==> config.mk <==
export PLATFORM = sky130hd
export DESIGN_NAME = draw_sequencer
export DESIGN_NICKNAME = d
export VERILOG_FILES = /design/src/rtl/draw_sequencer.sv
export SDC_FILE = /design/constraint.sdc
export NUM_CORES = 1
export LEC_CHECK = 0
export ABC_CLOCK_PERIOD_IN_PS = 1900
export BUFFER_PORTS_ARGS = -buffer_cell sky130_fd_sc_hd__buf_2
export CORE_MARGIN = 5
export CORE_UTILIZATION = 36
export CTS_BUF_LIST = sky130_fd_sc_hd__clkbuf_8
export DETAILED_ROUTE_END_ITERATION = 8
export HOLD_SLACK_MARGIN = 0.15
export PLACE_DENSITY_LB_ADDON = 0.05
export SETUP_SLACK_MARGIN = 0.3
export SLEW_MARGIN = 15
export SYNTH_ARGS = -nofsm -noshare
export SYNTH_HDL_FRONTEND = slang
export SYNTH_SLANG_ARGS = --single-unit
==> constraint.sdc <==
create_clock -name clk -period 1.9 [get_ports clk]
set_input_delay 0.285 -clock clk [delete_from_list [all_inputs] [get_ports clk]]
set_output_delay 0.285 -clock clk [all_outputs]
set_load 0.05 [all_outputs]
==> src/rtl/draw_sequencer.sv <==
`default_nettype none
// ============================================================================
// Module      : draw_sequencer
// Description : Runs the screen-fill engine and then the circle engine on each
//               start request. Muxes the active engine's pixel stream onto
//               the single VGA plot port, drops off-screen pixels and counts
//               how many were dropped.
// Revision    : 1.0 - initial release
// ============================================================================
module draw_sequencer #(
    parameter int          SCREEN_W     = 160,
    parameter int          SCREEN_H     = 120,
    parameter logic [2:0]  CLEAR_COLOUR = 3'b000,
    parameter int          CLEAR_EN     = 1,
    parameter int          TIMEOUT      = 65535
) (
    input  logic        clk,
    input  logic        rst,
    input  logic        start,
    input  logic [2:0]  colour,
    input  logic [7:0]  centre_x,
    input  logic [6:0]  centre_y,
    input  logic [7:0]  radius,
    output logic        done,
    output logic        error,
    output logic [15:0] clip_count,
    output logic        fill_start,
    output logic [2:0]  fill_colour,
    input  logic        fill_done,
    input  logic [7:0]  fill_x,
    input  logic [6:0]  fill_y,
    input  logic        fill_plot,
    output logic        circ_start,
    output logic [2:0]  circ_colour,
    output logic [7:0]  circ_centre_x,
    output logic [6:0]  circ_centre_y,
    output logic [7:0]  circ_radius,
    input  logic        circ_done,
    input  logic [7:0]  circ_x,
    input  logic [6:0]  circ_y,
    input  logic        circ_plot,
    output logic [7:0]  vga_x,
    output logic [6:0]  vga_y,
    output logic [2:0]  vga_colour,
    output logic        vga_plot
);

    localparam logic [2:0]  S_IDLE     = 3'd0;
    localparam logic [2:0]  S_FILL     = 3'd1;
    localparam logic [2:0]  S_FILL_REL = 3'd2;
    localparam logic [2:0]  S_CIRC     = 3'd3;
    localparam logic [2:0]  S_CIRC_REL = 3'd4;
    localparam logic [2:0]  S_DONE     = 3'd5;

    // One extra bit so a full-range screen size still compares correctly
    localparam logic [8:0]  c_SCREEN_W = 9'(SCREEN_W);
    localparam logic [7:0]  c_SCREEN_H = 8'(SCREEN_H);
    // Counter value seen on the TIMEOUT-th cycle of a phase
    localparam logic [15:0] c_TLIM     = 16'(TIMEOUT - 1);

    logic [2:0]  r_state;
    logic [15:0] r_tcnt;
    logic        r_done;
    logic        r_error;
    logic [15:0] r_clip_count;
    logic        r_fill_start;
    logic        r_circ_start;
    logic [2:0]  r_circ_colour;
    logic [7:0]  r_circ_centre_x;
    logic [6:0]  r_circ_centre_y;
    logic [7:0]  r_circ_radius;
    logic [7:0]  r_vga_x;
    logic [6:0]  r_vga_y;
    logic [2:0]  r_vga_colour;
    logic        r_vga_plot;

    logic        w_in_fill;
    logic        w_in_circ;
    logic [7:0]  w_sel_x;
    logic [6:0]  w_sel_y;
    logic        w_sel_plot;
    logic        w_offscreen;
    logic        w_clip;
    logic        w_tmo;

    // Select the active engine's pixel and classify it as on/off screen
    always_comb begin
        w_in_fill   = (r_state == S_FILL);
        w_in_circ   = (r_state == S_CIRC);
        w_sel_x     = w_in_fill ? fill_x : circ_x;
        w_sel_y     = w_in_fill ? fill_y : circ_y;
        w_sel_plot  = (w_in_fill & fill_plot) | (w_in_circ & circ_plot);
        w_offscreen = ({1'b0, w_sel_x} >= c_SCREEN_W) || ({1'b0, w_sel_y} >= c_SCREEN_H);
        w_clip      = w_sel_plot & w_offscreen;
        w_tmo       = (r_tcnt == c_TLIM);
    end

    // Sequencing FSM: engine handshakes, timeout abort and parameter latch
    always_ff @(posedge clk) begin
        if (rst) begin
            r_state         <= S_IDLE;
            r_tcnt          <= 16'd0;
            r_done          <= 1'b0;
            r_error         <= 1'b0;
            r_fill_start    <= 1'b0;
            r_circ_start    <= 1'b0;
            r_circ_colour   <= 3'd0;
            r_circ_centre_x <= 8'd0;
            r_circ_centre_y <= 7'd0;
            r_circ_radius   <= 8'd0;
        end else begin
            case (r_state)
                S_IDLE: begin
                    r_done <= 1'b0;
                    if (start) begin
                        r_circ_colour   <= colour;
                        r_circ_centre_x <= centre_x;
                        r_circ_centre_y <= centre_y;
                        r_circ_radius   <= radius;
                        r_error         <= 1'b0;
                        r_tcnt          <= 16'd0;
                        if (CLEAR_EN != 0) begin
                            r_state      <= S_FILL;
                            r_fill_start <= 1'b1;
                        end else begin
                            r_state      <= S_CIRC;
                            r_circ_start <= 1'b1;
                        end
                    end
                end
                S_FILL: begin
                    // done is checked first so a same-cycle done beats the abort
                    if (fill_done) begin
                        r_state      <= S_FILL_REL;
                        r_fill_start <= 1'b0;
                    end else if (w_tmo) begin
                        r_state      <= S_DONE;
                        r_fill_start <= 1'b0;
                        r_done       <= 1'b1;
                        r_error      <= 1'b1;
                    end else begin
                        r_tcnt <= r_tcnt + 16'd1;
                    end
                end
                S_FILL_REL: begin
                    r_state      <= S_CIRC;
                    r_circ_start <= 1'b1;
                    r_tcnt       <= 16'd0;
                end
                S_CIRC: begin
                    if (circ_done) begin
                        r_state      <= S_CIRC_REL;
                        r_circ_start <= 1'b0;
                    end else if (w_tmo) begin
                        r_state      <= S_DONE;
                        r_circ_start <= 1'b0;
                        r_done       <= 1'b1;
                        r_error      <= 1'b1;
                    end else begin
                        r_tcnt <= r_tcnt + 16'd1;
                    end
                end
                S_CIRC_REL: begin
                    r_state <= S_DONE;
                    r_done  <= 1'b1;
                end
                S_DONE: begin
                    // No auto-restart: start must drop before a new run
                    if (!start) begin
                        r_state <= S_IDLE;
                        r_done  <= 1'b0;
                    end
                end
                default: begin
                    r_state      <= S_IDLE;
                    r_fill_start <= 1'b0;
                    r_circ_start <= 1'b0;
                    r_done       <= 1'b0;
                end
            endcase
        end
    end

    // Registered pixel port and saturating clip counter
    always_ff @(posedge clk) begin
        if (rst) begin
            r_vga_x      <= 8'd0;
            r_vga_y      <= 7'd0;
            r_vga_colour <= 3'd0;
            r_vga_plot   <= 1'b0;
            r_clip_count <= 16'd0;
        end else begin
            if ((r_state == S_IDLE) && start) begin
                r_clip_count <= 16'd0;
            end else if (w_clip && (r_clip_count != 16'hFFFF)) begin
                r_clip_count <= r_clip_count + 16'd1;
            end

            if (w_in_fill || w_in_circ) begin
                r_vga_x      <= w_sel_x;
                r_vga_y      <= w_sel_y;
                r_vga_colour <= w_in_fill ? CLEAR_COLOUR : r_circ_colour;
                r_vga_plot   <= w_sel_plot & ~w_offscreen;
            end else begin
                r_vga_plot   <= 1'b0;
            end
        end
    end

    assign done          = r_done;
    assign error         = r_error;
    assign clip_count    = r_clip_count;
    assign fill_start    = r_fill_start;
    assign fill_colour   = CLEAR_COLOUR;
    assign circ_start    = r_circ_start;
    assign circ_colour   = r_circ_colour;
    assign circ_centre_x = r_circ_centre_x;
    assign circ_centre_y = r_circ_centre_y;
    assign circ_radius   = r_circ_radius;
    assign vga_x         = r_vga_x;
    assign vga_y         = r_vga_y;
    assign vga_colour    = r_vga_colour;
    assign vga_plot      = r_vga_plot;

endmodule
`default_nettype wire

# Word level (Yosys, flattened, before mapping)

Cells that the tools add are included.

Flip-flop bits (word level): 84
Output and inout bits: 68
Logic and storage cells: 90

$add $sub $neg: 2
Order comparisons: 2
Equal/unequal tests: 13
Multiplexer cells: 30
Bitwise operators: 10
Reductions and logical operators: 18

Operators by type and width:

| cell                    | count |
|---|---|
| $mux W16                | 4 |
| $pmux W16 S4            | 1 |
| $add A16 B1 Y16 const B | 2 |
| $mux W3                 | 6 |
| $pmux W3 S6             | 1 |
| $eq A16 B16 Y1 const B  | 1 |
| $ne A16 B16 Y1 const B  | 1 |
| $mux W1                 | 12 |
| $reduce_and A4 Y1       | 3 |
| $pmux W1 S3             | 3 |
| $ge A8 B8 Y1 const B    | 1 |
| $mux W8                 | 1 |
| $ne A2 B2 Y1 const B    | 4 |
| $reduce_or A4 Y1        | 2 |
| $ge A7 B7 Y1 const B    | 1 |
| $mux W7                 | 1 |
| $eq A3 B2 Y1 const B    | 2 |
| $eq A3 B3 Y1 const B    | 2 |
| $ne A3 B2 Y1 const B    | 2 |
| $reduce_and A2 Y1       | 3 |
| $not A1 Y1              | 5 |
| $pmux W1 S5             | 1 |
| $and A1 B1 Y1           | 4 |
| $reduce_bool A4 Y1      | 1 |
| other kinds (8)         | 11 |

# Logic depth before layout (Yosys ltp)

Gate-level depths: netlist of the first run.

Word-level depth: 6
Depth in mapped cells: 8
Mapped depth without buffers: 7

# Least setup slack after synthesis of the first run

OpenSTA, ideal clock, no wires.

Path kind: reg2reg
Start: register r_clip_count[0], in the netlist clip_count[0]
End: register r_clip_count[3], in the netlist clip_count[3]
Library setup time: 132 ps
Data arrival time: 1,947 ps
Data required time: 1,768 ps
Setup slack: -179 ps
Stages on the path, launching flop included: 7
Buffers on the path: 0
Clock period less this slack: 2,079 ps
Path through: dfxtp_1 > ha_1 > nand3_1 > or4_1 > nand4_1 > or3_1 > a21oi_1

Cells in the longest elaborated chain, start to end: 2
Elaborated cells between the ends (all ways): 3
Those cells by class: add/sub (1); eq/ne (1); reduce/logical (1)

Ends and longest elaborated chain:

| what                                                                    | line | RTL |
|---|---|---|
| start, declared                                                         | 65   | `logic [15:0] r_clip_count;` |
| start signal, assigned                                                  | 196  | `r_clip_count <= r_clip_count + 16'd1;` |
| parallel branches: the longest is 2 deep, another holds $add A16 B1 Y16 | n/a  |  |

Several ways; the timed one is not identified.
A chain may end at the register's enable or synchronous reset.

# Final worst setup path of the first run

Start: register r_state[1]
End: register r_tcnt[6]

Cells in the longest elaborated chain, start to end: 3
Elaborated cells between the ends (all ways): 10
Those cells by class: eq/ne (6); mux (1); reduce/logical (3)

Ends and longest elaborated chain:

| what                                                                | line | RTL |
|---|---|---|
| start, declared                                                     | 61   | `logic [2:0] r_state;` |
| start signal, assigned                                              | 101  | `r_state <= S_IDLE;` |
| start signal, assigned                                              | 123  | `r_state <= S_FILL;` |
| start signal, assigned                                              | 126  | `r_state <= S_CIRC;` |
| $eq A3 B1 Y1, or another cell as far along                          | 112  | `case (r_state)` |
| $reduce_bool A4 Y1 (no source line) or $ne A2 B2 Y1 (tied branches) | n/a  |  |
| $reduce_and A4 Y1 (no source line)                                  | n/a  |  |
| end signal, assigned                                                | 142  | `r_tcnt <= r_tcnt + 16'd1;` |
| end signal, assigned                                                | 160  | `r_tcnt <= r_tcnt + 16'd1;` |
| end, declared                                                       | 62   | `logic [15:0] r_tcnt;` |

Several ways; a longest one is shown, not always the timed one.

==> results of run 1 <==
-- power groups by stage --
| stage | Combinational, uW | Sequential, uW | Clock, uW |
|---|---|---|---|
| floorplan | 462 | 2270 | 0 |
| global placement | 1100 | 1940 | 0 |
| detailed placement | 1100 | 1950 | 0 |
| CTS | 1220 | 1910 | 1260 |
| global route | 1340 | 1920 | 1320 |
| finish | 1240 | 1910 | 1200 |
-- worst reg2reg max path: stages, from the launching register on --
cell and delay, ns:
dfxtp_2 0.34, mux2_4 0.29, a211o_1 0.31, or3_4 0.38, or4_1 0.40, o31ai_1 0.07
-- synth_stat cells, types with 2 or more instances --
cell | n | area (um2)
nand2b_1 | 4 | 25.0
xnor2_1 | 10 | 87.6
buf_2 | 4 | 20.0
o21ai_0 | 12 | 60.1
nor2_1 | 37 | 139
nand3_1 | 21 | 105
buf_4 | 3 | 22.5
nor3b_1 | 3 | 22.5
and4_1 | 6 | 52.6
clkbuf_1 | 24 | 90.1
a211oi_1 | 17 | 128
nor3_1 | 7 | 35.0
or4_1 | 10 | 75.1
a21oi_1 | 49 | 245
or3_1 | 8 | 50.1
nor4_1 | 12 | 75.1
mux2i_1 | 18 | 180
nand4b_1 | 2 | 17.5
nor2b_1 | 3 | 18.8
a31oi_1 | 2 | 12.5
inv_1 | 6 | 22.5
a21o_1 | 2 | 15.0
o21bai_1 | 2 | 15.0
o31ai_1 | 8 | 60.1
nand2_1 | 72 | 270
o41ai_1 | 2 | 17.5
dfxtp_1 | 84 | 1680
nand4_1 | 12 | 75.1
buf_1 | 3 | 11.3
ha_1 | 3 | 37.5
-- metal layers --
layer	vias up	routed length [um]
li1	2014	-
met1	1851	4950
met3	13	747
met4	0	184
met5	-	0
met2	99	5600
-- flip-flops by register name, indices dropped and copies added (netlist names) --
signal,flops
r_tcnt,16
vga_y,7
fill_start,1
done,1
circ_centre_x,8
clip_count,16
circ_centre_y,7
error,1
vga_colour,3
circ_colour,3
vga_plot,1
circ_radius,8
r_state,3
circ_start,1
vga_x,8
-- metrics by stage --
stage	TNS [ns]	cell area, um2	utilization, %	power (uW)	hold WS (ns)
global placement	0	4900	47.4	3040	0.439
finish	0	5670	55.0	4340	0.174
floorplan	0	4040	-	2740	0.421
global route	-0.336	5670	55.0	4580	0.164
CTS	0	5490	53.2	4380	0.152
detailed placement	-0.0214	4900	47.4	3050	0.445
-- cells in the final DEF (no fill, tap or decap), drive strengths merged, types with 12 or more instances in the layout --
| master | Yosys | layout |
|---|---|---|
| buf | 10 | 175 |
| dfxtp | 84 | 84 |
| nand2 | 72 | 72 |
| a21oi | 49 | 49 |
| nor2 | 37 | 37 |
| nand3 | 21 | 21 |
| dlygate4sd3 | 0 | 20 |
| mux2i | 18 | 18 |
| a211oi | 17 | 17 |
| nand4 | 12 | 12 |
| o21ai | 12 | 12 |
| clkbuf | 24 | 12 |
| nor4 | 12 | 12 |
-- final timing paths --
check	to	slack (ns)	startpoint	cells after the start
min reg2reg	circ_centre_x[4]	0.45	circ_centre_x[4]	2
min	circ_colour[1]	0.17	colour[1]	3
max reg2reg	r_tcnt[6]	0.03	r_state[1]	5
max	r_tcnt[6]	0.03	r_state[1]	5
-- cell type report --
class	count	area [um2]	area share, %
clock buffer	12	165	2.91
multi-input combinational	342	2270	40.0
timing repair buffer	196	1280	22.5
clock inverter	3	15.0	0.265
sequential	84	1760	30.9
inverter	6	22.5	0.397
tap	136	170	3.00
-- logic make-up after synthesis --
logic type               synth area share, %
multiplexers                            5.40
AO/OA/AOI/OAI                           16.2
XOR/XNOR                                2.29
adder cells (fa/ha/maj)                0.982
AND/OR/NAND/NOR                         26.7
other                                 0.0981
buffers and inverters                   4.35
flip-flops                              44.0
-- timing repair --
item / in CTS / in global routing
pin swaps: 5 / 7
hold buffers: 20 / 0
buffers inserted: 4 / 12
endpoints found under the hold margin: 20 / 0
resized for setup: 31 / 23
setup endpoints to repair: 61 / 64
cloned: 1 / 1
==> flow_metrics.tcl, run 1 <==
set metrics [dict create \
    status "completed" \
    post-route-period-util_pct 98.4 \
    yosysSeqAreaShare_pct 44.0 \
    root_buffer "clkbuf_8" \
    comb_power_share_pct 28.5 \
    overflow 0 \
    fill_cells 977 \
    drtPass1Iterations 4 \
    slew_violations 0 \
    grt.met3_usage_pct 5.24 \
    drt-initial-drc-count 193 \
    hold_viol_final 0 \
    crit_type "register to register" \
    dieArea_mm2 0.0128 \
    clkPwrFrac_pct 27.6 \
    grt_antenna_before_repair 0 \
    syn_area_per_cell_um2 8.24 \
    worstPathMaxFanout 4 \
    power_density_mw_per_mm2 765 \
    start_kind "register" \
    end_kind "register" \
    hp-class "primary input to register" \
    cts_buffers 9 \
    cpPeakStageDelay_ns 0.40 \
    drive_gt1_share_pct 40.6 \
    met1_usage_pct 22.6 \
    skew_ns 0.0129 \
    crit_chain "mux2_4, a211o_1, or3_4, or4_1, o31ai_1" \
    syn_inst 464 \
    slew_headroom_pct 65.3 \
    dp.cells 726 \
    cts_tree "yes" \
    num_vias 3977 \
    grt_util_all_layers_pct 18.0 \
    gp_congestion 0.785 \
    swShare_pct 34.1 \
    routed_wirelength_um 11500 \
    async_reset_ff_share_pct 0 \
    clkTransAtPathRegs_ns 0.09 \
    ys_seq_elements 84 \
    use_met2_pct 29.3 \
    grt.busiest_layer "met2" \
    p_sw_uw 1480 \
    crit_arrival_ns 2.15 \
    synthFlopType "dfxtp_1" \
    rsz0062_at_grt "true" \
    cp_data_required_time_ns 2.18 \
    finalSetupViolations 0 \
    synth_area_mm2 0.00382 \
    vias_per_cell 5.11 \
    core-area_mm2 0.0103 \
    synth-edff-count 0 \
    dp_slack_ns -0.0180 \
    ys.warnings.count 0 \
    insertedDiodeCount 0 \
    wire_per_inst_um 14.7 \
    initial_core_util_pct 37.0 \
    instances_no_fill 779 \
    portBuffers 127 \
    leakage_uw 0.00227 \
    intPower_uw 2860 \
    drv_cap 0 \
    drtAntennaViolNets 0 \
    yosysUniqueCellTypes 48 \
    drcViolationCount 0 \
    h-tree-depth 3 \
    cp_top_family "simple AND/OR/NAND/NOR gates" \
    pwr-share-seq_pct 43.9 \
    crit_slowest_cell "or4_1" \
    fp.dieH_um 113 \
    grt_max_degree 39 \
    worst_slew_pin_slew_ns 0.519 \
    clock_path_buffers 2 \
    finalCriticalPeriod_ns 1.87 \
    cts_sinks 84 \
    nets 705 \
    dpl.hpwl_um 7890 \
    setup_ws_ns 0.0295 \
    clkLatencyLatePin_ns 0.36 \
    irDropWorstVdd_uv 489 \
    grt_pass1_vias 3913 \
    pin_count 131 \
    die_w_um 113 \
    cp_num_buf_inv 0 \
    num_rows 37 \
    area_delta_synth_final_pct 48.4 \
    grt_pass1_wl_um 18900 \
    max_freq_mhz 535 \
]
(Power assumes the default switching activity.)
==> run 2: changes to the inputs <==
--- a/config.mk
+++ b/config.mk
@@ -12,6 +12,7 @@
 export CTS_BUF_LIST = sky130_fd_sc_hd__clkbuf_8
 export DETAILED_ROUTE_END_ITERATION = 8
 export HOLD_SLACK_MARGIN = 0.15
+export MAX_ROUTING_LAYER = met4
 export PLACE_DENSITY_LB_ADDON = 0.05
 export SETUP_SLACK_MARGIN = 0.3
 export SLEW_MARGIN = 15
==> run 2 against run 1 <==
- first-iteration DRC count decreased by 1.0%
- power about the same
- non-clock buffer count unchanged
- worst setup slack got worse by 0.0053 ns
- largest cell class unchanged
- cell area is the same
- combinational power about the same
- sequential power barely moved
- critical path depth stayed put
- clock power is essentially flat
- routed wire length rose by 0.83%
==> flow_metrics.tcl, run 2 (synthesis gave the netlist of run 1 again) <==
set metrics [dict create \
    vias_per_cell 5.13 \
    worstPathMaxFanout 4 \
    cts_tree "yes" \
    num_vias 3996 \
    reg2regPathDepth 5 \
    overflow 0 \
    cts_buffers 9 \
    insertedDiodeCount 0 \
    dpl.hpwl_um 7890 \
    slew_headroom_pct 65.0 \
    drt-initial-drc-count 191 \
    root_buffer "clkbuf_8" \
    gp_congestion 0.796 \
    wire_per_inst_um 14.9 \
    grt_util_all_layers_pct 18.5 \
    crit_type "register to register" \
    hp-class "primary input to register" \
    dp_slack_ns -0.0180 \
    drv_cap 0 \
    dieArea_mm2 0.0128 \
    core-area_mm2 0.0103 \
    area_delta_synth_final_pct 48.4 \
    routed_wirelength_um 11600 \
    crit_chain "mux2_4, a211o_1, or3_4, or4_1, o31ai_1" \
    drtAntennaViolNets 0 \
    final_util_pct 55.0 \
    grt_pass1_wl_um 18900 \
    fp.dieH_um 113 \
    skew_ns 0.0125 \
    status "completed" \
    worst_slew_pin_slew_ns 0.523 \
    die_w_um 113 \
    finalSetupViolations 0 \
    max_freq_mhz 533 \
    cpPeakStageDelay_ns 0.40 \
    clkTransAtPathRegs_ns 0.09 \
    initial_core_util_pct 37.0 \
    start_kind "register" \
    clkLatencyLatePin_ns 0.36 \
    drcViolationCount 0 \
    setup_ws_ns 0.0243 \
    irDropWorstVdd_uv 490 \
    end_kind "register" \
    layout_commonest_cell "buf_2" \
    nets 705 \
    dp.cells 726 \
    cts_sinks 84 \
    slew_violations 0 \
    leakage_uw 0.00227 \
    finalCriticalPeriod_ns 1.88 \
    h-tree-depth 3 \
    grt_max_degree 39 \
    grt_pass1_vias 3912 \
    hold_depth 3 \
    drive_gt1_share_pct 40.6 \
    clock_path_buffers 2 \
    pin_count 131 \
    num_rows 37 \
    portBuffers 127 \
    grt_antenna_before_repair 0 \
    hold_viol_final 0 \
    post-route-period-util_pct 98.7 \
    rsz0062_at_grt "true" \
    cp_data_required_time_ns 2.18 \
    fin_setup_tns_ns 0 \
    drtPass1Iterations 4 \
    power_density_mw_per_mm2 765 \
    layout_common_cells "buf_2, nand2_1, dfxtp_1" \
    crit_slowest_cell "or4_1" \
    crit_arrival_ns 2.16 \
    instances_no_fill 779 \
]
==> run 2: cell counts in the layout (fill, tap and decap cells not counted) <==
No cell type changed its count.
==> run 2: final timing paths <==
| path | start | endpoint | slack [ns] |
|---|---|---|---|
| setup / recovery | r_state[1] | r_tcnt[6] | 0.02 |
| hold / removal | centre_y[3] | circ_centre_y[3] | 0.17 |
| setup reg to reg | r_state[1] | r_tcnt[6] | 0.02 |
| hold reg to reg | circ_centre_x[4] | circ_centre_x[4] | 0.45 |
==> run 2: final cells by class <==
class / count / area (um2)
Multi-Input combinational cell: 342 / 2270
Clock buffer: 12 / 165
Sequential cell: 84 / 1760
Timing Repair Buffer: 196 / 1280
Tap cell: 136 / 170
Inverter: 6 / 22.5
Fill cell: 977 / 4650
Clock inverter: 3 / 15.0
==> run 2: report_power, final <==
part	switching, uW	internal (uW)
combinational	790	446
sequential	60.3	1850
clock	633	567
total	1480	2860
==> run 2: critical path: cells and delay by family, from the launching register on <==
| family | cells | cell delay [ns] |
|---|---|---|
| DFF | 1 | 0.34 |
| and+or+nand+nor | 2 | 0.78 |
| muxes | 1 | 0.29 |
| AOI/OAI and AO/OA | 2 | 0.38 |
==> run 2: per-layer routing <==
layer / track usage (%) / share of wire [%]
met2: 29.4 / 50
met4: 6.57 / 1.6
met3: 4.49 / 4.9
met1: 22.9 / 44
met5: - / 0
==> run 2: through the flow <==
step                hold slack (ns)  total power, uW  area [um2]
CTS                           0.152             4380        5490
finish                        0.173             4340        5670
global route                  0.164             4580        5670
floorplan                     0.421             2740        4040
global placement              0.439             3040        4900
detailed placement            0.445             3050        4900
==> run 2: timing repair <==
| action | CTS | global route |
|---|---|---|
| hold buffers | 20 | 0 |
| gates resized for setup | 31 | 23 |
| endpoints found under the setup margin | 61 | 64 |
| setup buffers | 4 | 12 |
| cloned | 1 | 1 |
| hold endpoints to repair | 20 | 0 |
| pin swaps | 5 | 7 |
